--- src/rtl/surf_pkg.sv ---
// Shared encodings for the surfer physics block: FSM states, sprite frame
// codes and the velocity register width.
package surf_pkg;

  typedef enum logic [1:0] {
    S_IDLE   = 2'd0,
    S_GROUND = 2'd1,
    S_AIR    = 2'd2
  } state_e;

  typedef enum logic [1:0] {
    CF_STILL = 2'd0,
    CF_RISE  = 2'd1,
    CF_FALL  = 2'd2
  } frame_e;

  localparam int VEL_W = 6;

endpackage

--- src/rtl/frame_tick.sv ---
// Frame tick generator: registered rising-edge detector on the VGA vsync
// level, producing a single-cycle tick once per frame.
module frame_tick (
  input  logic clock,
  input  logic reset_n,
  input  logic vsync,
  output logic tick
);

  logic vsync_q, vsync_d;
  logic tick_q, tick_d;

  // Next-state: remember last vsync level, flag a low-to-high transition.
  always_comb begin
    vsync_d = vsync;
    tick_d  = vsync & ~vsync_q;
  end

  // Edge-detect registers.
  always_ff @(posedge clock or negedge reset_n) begin
    if (!reset_n) begin
      vsync_q <= 1'b0;
      tick_q  <= 1'b0;
    end else begin
      vsync_q <= vsync_d;
      tick_q  <= tick_d;
    end
  end

  assign tick = tick_q;

endmodule

--- src/rtl/surfer_physics.sv ---
// Surfer physics: tracks the wave surface once per frame, launches into a
// ballistic arc when the wave drops away steeply, and lands back on it.
// Optional build macro SURF_JUMP_EN adds a player jump from the ground.
module surfer_physics
  import surf_pkg::*;
#(
  parameter int CHAR_HEIGHT = 20,
  parameter int START_VPOS  = 384,
  parameter int GRAVITY     = 1,
  parameter int MAX_FALL    = 12,
  parameter int DROP_THRESH = 4,
  parameter int JUMP_V      = 8
) (
  input  logic       clock,
  input  logic       reset_n,
  input  logic       vsync,
  input  logic       play,
  input  logic [9:0] wave_height,
  input  logic       wave_ready,
  input  logic       jump,
  output logic [9:0] p_vpos,
  output logic [1:0] char_frame,
  output logic       airborne,
  output logic       landed
);

  logic tick;

  frame_tick u_frame_tick (
    .clock  (clock),
    .reset_n(reset_n),
    .vsync  (vsync),
    .tick   (tick)
  );

  state_e                    state_q, state_d;
  logic        [9:0]         p_vpos_q, p_vpos_d;
  logic signed [VEL_W-1:0]   vel_q, vel_d;
  logic        [4:0]         last_rise_q, last_rise_d;
  logic        [9:0]         wave_q, wave_d;
  logic        [1:0]         char_frame_q, char_frame_d;
  logic                      airborne_q, airborne_d;
  logic                      landed_q, landed_d;

  logic        [9:0]         target;
  logic signed [11:0]        rise;
  logic                      drop;
  logic signed [VEL_W:0]     vel_inc;
  logic signed [VEL_W-1:0]   vel_fall;
  logic signed [11:0]        next_air;
  logic signed [VEL_W-1:0]   vel_launch;
  logic signed [11:0]        launch_pos;

  // Negative positions hit the top of the screen.
  function automatic logic [9:0] clamp_pos(input logic signed [11:0] v);
    if (v < 0) clamp_pos = '0;
    else       clamp_pos = v[9:0];
  endfunction

  // Remembered climb rate is kept in 0..31 so its negation fits VEL_W.
  function automatic logic [4:0] clamp_rise(input logic signed [11:0] v);
    if (v < 0)                    clamp_rise = '0;
    else if (v > 12'sd31)         clamp_rise = 5'd31;
    else                          clamp_rise = v[4:0];
  endfunction

  // Derived per-frame quantities from the registered state.
  always_comb begin
    target     = (wave_q < 10'(CHAR_HEIGHT)) ? '0 : wave_q - 10'(CHAR_HEIGHT);
    rise       = $signed({2'b00, p_vpos_q}) - $signed({2'b00, target});
    drop       = {1'b0, target} > ({1'b0, p_vpos_q} + 11'(DROP_THRESH));
    vel_inc    = {vel_q[VEL_W-1], vel_q} + 7'(GRAVITY);
    vel_fall   = (vel_inc > $signed(7'(MAX_FALL))) ? 6'(MAX_FALL) : vel_inc[VEL_W-1:0];
    next_air   = $signed({2'b00, p_vpos_q}) + $signed({{6{vel_fall[VEL_W-1]}}, vel_fall});
    vel_launch = -$signed({1'b0, last_rise_q});
    launch_pos = $signed({2'b00, p_vpos_q}) + $signed({{6{vel_launch[VEL_W-1]}}, vel_launch});
  end

`ifndef SURF_JUMP_EN
  logic unused_jump;
  assign unused_jump = jump & (JUMP_V != 0);
`endif

  // Next-state and output logic; everything advances only on the frame tick
  // except leaving PLAY, which returns to IDLE immediately.
  always_comb begin
    state_d      = state_q;
    p_vpos_d     = p_vpos_q;
    vel_d        = vel_q;
    last_rise_d  = last_rise_q;
    char_frame_d = char_frame_q;
    airborne_d   = airborne_q;
    landed_d     = 1'b0;
    wave_d       = wave_ready ? wave_height : wave_q;

    if (!play) begin
      state_d      = S_IDLE;
      p_vpos_d     = 10'(START_VPOS);
      vel_d        = '0;
      last_rise_d  = '0;
      char_frame_d = CF_STILL;
      airborne_d   = 1'b0;
    end else if (tick) begin
      case (state_q)
        S_IDLE: begin
          state_d      = S_GROUND;
          p_vpos_d     = target;
          char_frame_d = CF_STILL;
        end
        S_GROUND: begin
          if (drop) begin
            // Wave fell away: carry the last climb rate upward.
            state_d      = S_AIR;
            vel_d        = vel_launch;
            p_vpos_d     = clamp_pos(launch_pos);
            airborne_d   = 1'b1;
            char_frame_d = (vel_launch < 0) ? CF_RISE : CF_FALL;
          end
`ifdef SURF_JUMP_EN
          else if (jump) begin
            state_d      = S_AIR;
            vel_d        = -6'(JUMP_V);
            p_vpos_d     = clamp_pos($signed({2'b00, p_vpos_q}) - 12'(JUMP_V));
            airborne_d   = 1'b1;
            char_frame_d = CF_RISE;
          end
`endif
          else begin
            p_vpos_d    = target;
            last_rise_d = clamp_rise(rise);
            if (target < p_vpos_q)      char_frame_d = CF_RISE;
            else if (target > p_vpos_q) char_frame_d = CF_FALL;
            else                        char_frame_d = CF_STILL;
          end
        end
        S_AIR: begin
          // Velocity is updated first, then applied to the position.
          vel_d        = vel_fall;
          char_frame_d = (vel_fall < 0) ? CF_RISE : CF_FALL;
          if (next_air >= $signed({2'b00, target})) begin
            state_d     = S_GROUND;
            p_vpos_d    = target;
            vel_d       = '0;
            last_rise_d = '0;
            landed_d    = 1'b1;
            airborne_d  = 1'b0;
          end else if (next_air < 0) begin
            p_vpos_d = '0;
            vel_d    = '0;
          end else begin
            p_vpos_d = next_air[9:0];
          end
        end
        default: state_d = S_IDLE;
      endcase
    end
  end

  // State and output registers.
  always_ff @(posedge clock or negedge reset_n) begin
    if (!reset_n) begin
      state_q      <= S_IDLE;
      p_vpos_q     <= 10'(START_VPOS);
      vel_q        <= '0;
      last_rise_q  <= '0;
      wave_q       <= 10'(START_VPOS + CHAR_HEIGHT);
      char_frame_q <= CF_STILL;
      airborne_q   <= 1'b0;
      landed_q     <= 1'b0;
    end else begin
      state_q      <= state_d;
      p_vpos_q     <= p_vpos_d;
      vel_q        <= vel_d;
      last_rise_q  <= last_rise_d;
      wave_q       <= wave_d;
      char_frame_q <= char_frame_d;
      airborne_q   <= airborne_d;
      landed_q     <= landed_d;
    end
  end

  assign p_vpos     = p_vpos_q;
  assign char_frame = char_frame_q;
  assign airborne   = airborne_q;
  assign landed     = landed_q;

endmodule

--- config.mk ---
export PLATFORM = sky130hd
export DESIGN_NAME = surfer_physics
export DESIGN_NICKNAME = d
export VERILOG_FILES = /design/src/rtl/surf_pkg.sv /design/src/rtl/frame_tick.sv /design/src/rtl/surfer_physics.sv
export SDC_FILE = /design/constraint.sdc
export NUM_CORES = 1
export LEC_CHECK = 0
export ABC_AREA = 1
export CAP_MARGIN = 10
export CORE_MARGIN = 2
export CORE_UTILIZATION = 62
export DETAILED_ROUTE_END_ITERATION = 6
export HOLD_SLACK_MARGIN = 0.02
export PLACE_DENSITY = 0.83
export RECOVER_POWER = 50
export SYNTH_ARGS = -nofsm -noshare
export SYNTH_HDL_FRONTEND = slang
export SYNTH_SLANG_ARGS = --single-unit
--- constraint.sdc ---
create_clock -name clock -period 4.69 [get_ports clock]
set_input_delay 0.938 -clock clock [delete_from_list [all_inputs] [get_ports clock]]
set_output_delay 0.938 -clock clock [all_outputs]
set_load 0.05 [all_outputs]
==> out/results.ini <==
[outcome]
status = finished with violations
violations = capacitance limit, slew limit

[hold_path]
hp-class = register to register
worstHoldStart = u_frame_tick.vsync_q

[sta]
max_freq_ghz = 0.221
clock_skew_ns = 0.00564
slew-limit-headroom = -0.464
hold_viol = 0
setup_viol = 0
min_period_over_period = 0.964
worst_pin_slew_ns = 2.20
min_period_ns = 4.52
maxSlewViolCount = 40
fin_tns_setup_ns = 0
fin_ws_ns = 0.167

[placed_design]
place.port_buffers = 28
dpl.hpwl_um = 10700
pre_cts_slack_ns = -0.114
place_congestion = 1.01
postPlaceCellArea_um2 = 5250
dpl.cell_count = 832

[yosys]
synthTopCellsByArea = dfrtp_1 (17%), ha_1 (14%), nand2_1 (13%)
synth.top_cell.area_share = 0.168
seq_area_frac_synth = 0.200
netlist_instances = 709
avgSynthCellArea_um2 = 6.94
synth_edf_count = 0
ys.flop_type = dfrtp_1
synthTopCellsByCount = nand2_1 (170), inv_1 (107), ha_1 (54), nand3_1 (54), a21oi_1 (44)
synthArstFlopShare = 1.00
ys_types = 51
synth.most_common_cell = nand2_1
synth_nets = 782
yosys.area.top_type = dfrtp_1
ys_warn_count = 0
synth_area_um2 = 4920
synth_seq_cells = 39

[clocking]
cts_buffers = 5
clk_pin_slew_ns = 0.09
ctsHtreeMaxLevel = 2
cts_root_buffer = clkbuf_8
cts_sinks = 39
clockBufferDepth = 2
clk-insertion-delay-late_ns = 0.29
cts_tree = built
postCtsHoldBufs = 0

[floorplan]
row_count = 32
fp.dieH_um = 93.1
ios = 30
core_area_um2 = 7690
die_w_um = 93.1
start_util = 0.640
die_area_um2 = 8660

[global_route]
grt_pass1_vias = 4552
grt-ovfl-total = 0
antenna_found_initial = 0
grt_max_degree = 40
grtUsageTotal = 0.323
grt_pass1_wl_um = 22200

[setup_path]
startpoint_type = register
crit_fanout = 6
slowest_stage = dfrtp_1
path_class = register to register
critPathArrivalTime_ns = 4.76
critPathLaunch = vel_q[2]
cp-end-kind = register
slowest_delay_ns = 0.45
r2r-start = vel_q[2]
crit_top_cell = nand2_2
crit_required_ns = 4.92

[flow_run]
cap_violations = 1

[detailed_routing]
vias = 4873
drt_iter0_drc = 443
via_per_inst = 5.75
antenna_left = 0
wl_um = 13900
firstDrtPassIters = 6
wire_per_inst_um = 16.4
remaining_drc_errors = 0

[layout]
drive_above_1_share = 0.168
fin_cells = 847
n_antenna_cell = 0
final_area_um2 = 5540
nets = 817
fill_cells = 651
area_growth_syn_to_layout_pct = 12.5

==> path summary, 6_finish.rpt <==
| path | to | slack [ns] | cells after the start |
|---|---|---|---|
| worst max-delay path | p_vpos[7] | 0.17 | 34 |
| worst min-delay path | u_frame_tick.tick | 0.40 | 1 |
| worst max register to register | p_vpos[7] | 0.17 | 34 |
| worst min register to register | u_frame_tick.tick | 0.40 | 1 |
| max in group asynchronous | last_rise_q[0] | 2.16 | 1 |
| min in group asynchronous | wave_q[3] | 1.28 | 1 |
==> critical path: cells and delay by family, from the launching register on <==
family | cells | cell delay [ns]
fa+ha+maj | 3 | 0.88
xor+xnor | 2 | 0.35
compound gates | 1 | 0.26
flops | 1 | 0.45
simple gates | 24 | 2.08
buf+inv | 4 | 0.41
==> state kept, by name, summed over array words and instances, names as in the netlist <==
register,cells
p_vpos,10
vel_q,6
u_frame_tick.tick,1
landed,1
airborne,1
wave_q,10
char_frame,2
last_rise_q,5
state_q,2
u_frame_tick.vsync_q,1
==> cell usage in the layout, fill, tap and decap left out, types with 8 or more instances in the layout <==
cell             instances
o21ai_2                  9
dfrtp_1                 33
inv_1                  106
nand3_1                 51
nand3_2                  8
nor2_1                  38
o21ai_0                 40
buf_4                    9
ha_1                    51
a21oi_1                 43
clkdlybuf4s50_1         25
nand2_1                161
xor2_1                  19
nand2_2                 32
o21ai_1                 10
==> metal layers <==
| layer | track usage | share of wire | vias to the layer above |
|---|---|---|---|
| li1 | - | - | 2377 |
| met1 | 0.454 | 0.45 | 2302 |
| met2 | 0.526 | 0.47 | 167 |
| met3 | 0.0379 | 0.055 | 27 |
| met4 | 0.0907 | 0.023 | 0 |
| met5 | 0 | 0 | - |
==> timing repair <==
item                                    CTS  global route
buffers inserted                          0             6
pin swaps                                 1            17
gates cloned                              0             1
endpoints found under the setup margin   21            25
gates resized for setup                   2            37
==> final cells by class <==
type / instances / area, µm² / share of cell area
Multi-Input combinational cell: 546 / 3540 / 0.639
Sequential cell: 39 / 983 / 0.178
Inverter: 114 / 443 / 0.0800
Timing Repair Buffer: 38 / 353 / 0.0637
Tap cell: 102 / 128 / 0.0231
Clock buffer: 5 / 68.8 / 0.0124
Clock inverter: 3 / 20.0 / 0.00362
==> through the flow <==
stage	hold WS [ns]	utilization
after floorplan	0.376	-
after global placement	0.380	0.683
after detailed placement	0.393	0.683
after CTS	0.408	0.695
after global routing	0.413	0.720
final	0.404	0.720
==> cells by family after synthesis <==
kind of cell | synth area share
adder cells (fa/ha/maj) | 0.150
AND/OR/NAND/NOR | 0.329
AO/OA/AOI/OAI | 0.155
flip-flops | 0.200
buffers and inverters | 0.110
multiplexers | 0.00458
XOR/XNOR | 0.0516
Power is not shown: default switching activity piles up to over one toggle a cycle in this logic, so the estimate is an artifact.
